File: config.mk
export PLATFORM = sky130hd
export DESIGN_NAME = spi_xfer_ctrl
export DESIGN_NICKNAME = d
export VERILOG_FILES = /design/src/rtl/spi_xfer_ctrl.sv
export SDC_FILE = /design/constraint.sdc
export NUM_CORES = 1
export LEC_CHECK = 0
export ABC_AREA = 1
export BUFFER_PORTS_ARGS = -buffer_cell sky130_fd_sc_hd__buf_2
export CORE_MARGIN = 2
export CORE_UTILIZATION = 30
export CTS_CLUSTER_DIAMETER = 120
export CTS_CLUSTER_SIZE = 14
export DETAILED_ROUTE_END_ITERATION = 12
export MAX_ROUTING_LAYER = met4
export REMOVE_ABC_BUFFERS = 1
export SETUP_SLACK_MARGIN = 0.1
export SLEW_MARGIN = 20
export SYNTH_ARGS = -nofsm -noshare
export SYNTH_HDL_FRONTEND = slang
export SYNTH_SLANG_ARGS = --single-unit
File: constraint.sdc
create_clock -name wb_clk_in -period 2.1 [get_ports wb_clk_in]
set_input_delay 0.42 -clock wb_clk_in [delete_from_list [all_inputs] [get_ports wb_clk_in]]
set_output_delay 0.42 -clock wb_clk_in [all_outputs]
set_load 0.005 [all_outputs]
File: src/rtl/spi_xfer_ctrl.sv
// SPI master transfer sequencer: sclk divider, edge strobes,
// slave-select framing and end-of-character interrupt.
module spi_xfer_ctrl #(
  parameter int SPI_CHAR_LEN_BITS = 7,
  parameter int SPI_DIVIDER_LEN   = 16,
  parameter int SPI_SS_NB         = 8
) (
  input  logic                         wb_clk_in,
  input  logic                         wb_rst,
  input  logic                         go,
  input  logic [SPI_DIVIDER_LEN-1:0]   divider,
  input  logic [SPI_CHAR_LEN_BITS-1:0] len,
  input  logic                         cpol,
  input  logic [SPI_SS_NB-1:0]         ss_sel,
  input  logic                         ass,
  input  logic                         ie,
  input  logic                         int_ack,
  output logic                         sclk_pad_o,
  output logic                         cpol_1,
  output logic                         cpol_0,
  output logic                         tip,
  output logic                         last,
  output logic [SPI_SS_NB-1:0]         ss_pad_o,
  output logic                         irq
);

  localparam int EW = SPI_CHAR_LEN_BITS + 2;

  localparam logic [1:0] IDLE  = 2'd0;
  localparam logic [1:0] SETUP = 2'd1;
  localparam logic [1:0] XFER  = 2'd2;
  localparam logic [1:0] HOLD  = 2'd3;

  logic [1:0]                 state;
  logic [1:0]                 state_nxt;
  logic                       go_q;
  logic                       start;
  logic                       cnt_zero;
  logic [SPI_DIVIDER_LEN-1:0] cnt;
  logic [SPI_DIVIDER_LEN-1:0] div_q;
  logic [EW-1:0]              edge_cnt;
  logic [EW-1:0]              edge_init;
  logic                       cpol_q;
  logic                       ie_q;
  logic [SPI_SS_NB-1:0]       sel_q;
  logic [SPI_SS_NB-1:0]       sel_nxt;

  assign start    = (state == IDLE) && go && !go_q;
  assign cnt_zero = (cnt == '0);
  assign sel_nxt  = start ? ss_sel : sel_q;

  // len==0 encodes a full 2^SPI_CHAR_LEN_BITS-bit character
  assign edge_init = {(len == '0), len, 1'b0};

  always_comb begin
    state_nxt = state;
    case (state)
      IDLE:    if (start) state_nxt = SETUP;
      SETUP:   if (cnt_zero) state_nxt = XFER;
      XFER:    if (cnt_zero && edge_cnt == EW'(1)) state_nxt = HOLD;
      HOLD:    if (cnt_zero) state_nxt = IDLE;
      default: state_nxt = IDLE;
    endcase
  end

  always_ff @(posedge wb_clk_in) begin
    if (!wb_rst) begin
      state      <= IDLE;
      go_q       <= 1'b0;
      cnt        <= '0;
      div_q      <= '0;
      edge_cnt   <= '0;
      cpol_q     <= 1'b0;
      ie_q       <= 1'b0;
      sel_q      <= '0;
      sclk_pad_o <= 1'b0;
      cpol_0     <= 1'b0;
      cpol_1     <= 1'b0;
      tip        <= 1'b0;
      last       <= 1'b0;
      ss_pad_o   <= '1;
      irq        <= 1'b0;
    end else begin
      go_q     <= go;
      state    <= state_nxt;
      cpol_0   <= 1'b0;
      cpol_1   <= 1'b0;
      tip      <= (state_nxt == XFER);
      ss_pad_o <= ass ? ((state_nxt != IDLE) ? ~sel_nxt : '1)
                      : ~ss_sel;
      last     <= (state == XFER) &&
                  (cnt_zero ? (edge_cnt == EW'(2))
                            : (edge_cnt == EW'(1)));
      case (state)
        IDLE: begin
          sclk_pad_o <= cpol;
          if (start) begin
            div_q    <= divider;
            cnt      <= divider;
            edge_cnt <= edge_init;
            cpol_q   <= cpol;
            ie_q     <= ie;
            sel_q    <= ss_sel;
          end
        end
        SETUP: begin
          sclk_pad_o <= cpol_q;
          cnt        <= cnt_zero ? div_q : cnt - 1'b1;
        end
        XFER: begin
          if (cnt_zero) begin
            cnt        <= div_q;
            sclk_pad_o <= ~sclk_pad_o;
            cpol_1     <= ~sclk_pad_o;
            cpol_0     <= sclk_pad_o;
            edge_cnt   <= edge_cnt - 1'b1;
          end else begin
            cnt <= cnt - 1'b1;
          end
        end
        default: begin
          cnt <= cnt_zero ? div_q : cnt - 1'b1;
        end
      endcase
      if (state == HOLD && cnt_zero && ie_q)
        irq <= 1'b1;
      else if (int_ack)
        irq <= 1'b0;
    end
  end

endmodule

==> metrics.cfg <==
[timing]
slew_violations = 0
final-hold-violation-count = 0
fin_ws_ns = 0.2187
setup_viol = 0
worst_pin_slew_ns = 0.5987
period_share_pct = 89.59
period_needed_ns = 1.881
rsz0062_at_grt = false
max_slew_margin_pct = 60.03
skew_ns = 0.004567
fmaxAchievable_ghz = 0.5315
totalNegativeSetupSlack_ns = 0
timing.hold.ws_ns = 0.3331

[clock_tree]
clockRootBuffer = clkbuf_16
worstSkewPairLatency_ns = 0.33
cts_buffers = 9
cts_max_path_buffers = 2
clock-sinks = 68
cts.clk_slew.worst_paths_ns = 0.06
cts_tree = built
ctsHoldBuffers = 0
cts_htree_levels = 3

[route]
viasPerCell = 4.764
drc_errors = 0
wl_per_cell_um = 12.59
ant_nets = 0
drt_pass1_iterations = 6
drt-total-wl_um = 8650
vias = 3273
drtIter0Drc = 132

[pwr]
seq_power_share_pct = 34.4
clock_power_share_pct = 35.1
switching_share_pct = 33.59
peakVddDrop_v = 0.0003261
p_int_mw = 3.018
power.switching_mw = 1.526
combPwrFrac_pct = 30.5
p_total_mw = 4.545
p_leak_nw = 1.897
powerDensity_nw_per_um2 = 1079

[synthesis]
ys.warnings.count = 0
synth_top_flop_cell = dfxtp_1
postSynthCellCount = 483
netlist_area_um2 = 3396
syn_avg_cell_area_um2 = 7.031
synth_top_area_cell = dfxtp_1
synth_cell_types = 39
ys_seq_elements = 68
synth_top_area_share_pct = 40.09
synth_top_cells_by_area = dfxtp_1 (40%), nand2_1 (14%), nor2_1 (7.5%)
synth-edff-count = 0
yosysSeqAreaShare_pct = 40.09
async_flop_share_pct = 0

[die]
die-area_um2 = 12190
rows = 38
pin_count = 52
core_um2 = 10940
die_h_um = 110.4
die_w_um = 110.4
start_util_pct = 31.05

[min_path]
hp-class = primary input to flop
whs_path_depth = 4

[flow_run]
cap_viol_max_count = 0

[placed_design]
placed_cell_area_um2 = 3817
pre_cts_slack_ns = 0.1427
hpwlAfterDp_um = 6035
port_buffers = 51
globalplace.congestion = 0.8912

[setup_path]
crit_path_start_kind = flop
crit_slowest_cell = dfxtp_1
startpoint = state[0]
r2r_cells = 13
critPathKind = flop to flop
worst_path_largest_cell_delay_ns = 0.40
crit_required_ns = 2.32
crit_path_end = ss_pad_o[7]
critPathMostFrequentCell = nand2_1
reg2reg_to = ss_pad_o[7]
endpoint_kind = flop
crit_family = simple AND/OR/NAND/NOR gates
worst_ep_arrival_time_ns = 2.10
path_buf_inv = 3
cp_cell_sequence = inv_1 -> ha_1 -> inv_2 -> nor2_2 -> nand2_2 -> buf_6 -> nand2_2 -> o21ai_2 -> a21oi_4 -> nand2_4 -> nand2_1 -> nand2_1 -> nand2_1
cp_max_fo = 15
cp.depth = 13
r2r-start = state[0]
ff2ff_setup_slack_ns = 0.22

[finish]
diodes = 0
syn2layout_area_growth_pct = 23.99
layout-drive-gt1-share_pct = 21.21
n_fill_cell = 1151
finalInstanceArea_um2 = 4210
nets = 589

[run_status]
status = complete, no violations

[global_routing]
antenna_found_initial = 0
grt_usage_pct = 15.75
grt_pass1_vias = 3144
grt_start_max_net_pins = 35
grt_pass1_wl_um = 14550
grt.overflow.total = 0

[per-layer routing]
metal / vias up / global-route usage, % / routed length, um
met3: 11 / 3.880 / 354
met2: 67 / 24.67 / 4062
li1: 1685 / - / -
met4: 0 / 6.161 / 144
met1: 1510 / 19.55 / 4088
met5: - / - / 0
[power by group through the flow]
stage	Sequential (mW)	Clock (mW)	Combinational (mW)
floorplan	1.56	0	0.957
global placement	1.58	0	1.28
detailed placement	1.59	0	1.30
CTS	1.56	1.63	1.31
global route	1.58	1.69	1.58
finish	1.56	1.60	1.39
[registers in the layout, indices dropped and copies added, names as in the netlist, 2 cells and up]
| name | count |
|---|---|
| cnt | 16 |
| div_q | 16 |
| edge_cnt | 9 |
| sel_q | 8 |
| ss_pad_o | 8 |
| state | 2 |
[placed cells by master, fill, tap and decap left out, drive strengths merged, types with 10 or more instances in the layout]
master,n
a21oi,32
a31oi,16
buf,66
clkbuf,10
dfxtp,68
inv,37
nand2,139
nand3,12
nor2,73
o21ai,34
[repair_timing]
action | in CTS | in global routing
setup buffers | 0 | 6
gates resized for setup | 0 | 8
setup endpoints to repair | 0 | 25
[worst min-delay path by stage]
| stage | start | endpoint | slack (ns) |
|---|---|---|---|
| 3_5_place_dp | sclk_pad_o | cpol_1 | 0.42 |
| 3_3_place_gp | sclk_pad_o | cpol_1 | 0.43 |
| 6_report | int_ack | irq | 0.33 |
| 5_1_grt | go | go_q | 0.33 |
| 2_1_floorplan | sclk_pad_o | cpol_1 | 0.43 |
| 4_1_cts | go | go_q | 0.32 |
[through the flow]
stage	util (%)	std cells
after detailed placement	34.91	665
after global routing	38.50	687
after global placement	34.91	665
after CTS	37.81	681
after floorplan	-	465
final	38.50	687
[Yosys cell counts (3+ instances only)]
cell type	instances
dfxtp_1	68
xor2_1	3
nand2_2	5
buf_2	5
nand2_4	3
a31oi_1	16
nor2_1	68
ha_1	9
nand3_1	12
inv_2	4
o21ai_0	31
nor2_2	3
a21oi_1	30
o211ai_1	9
nand2_1	131
or2_2	7
clkbuf_1	10
xnor2_1	5
inv_1	34
o21bai_1	3
[area by class of cell]
class	instances	area, um2	area share, %
inverters	40	162.7	3.863
clock buffers	10	229.0	5.438
flip-flops and latches	68	1363	32.36
well taps	140	175.2	4.160
repair buffers	66	387.9	9.212
multi-input cells	357	1804	42.85
clock inverters	6	88.84	2.110
[worst reg2reg max path, delay by kind of cell, from the launching register on]
family / cells / cell delay, ns
buffers and inverters: 3 / 0.37
DFF: 1 / 0.40
AOI/OAI and AO/OA: 2 / 0.24
and+or+nand+nor: 7 / 0.53
adders and majority gates: 1 / 0.24
[cell families after synthesis]
| group | count (synthesis) | share of synthesized area (%) |
|---|---|---|
| AND/OR/NAND/NOR | 241 | 30.03 |
| XOR/XNOR | 8 | 2.063 |
| AO/OA/AOI/OAI | 99 | 17.32 |
| buffers and inverters | 58 | 7.185 |
| flip-flops | 68 | 40.09 |
| adder cells (fa/ha/maj) | 9 | 3.316 |
(Power assumes the default switching activity.)
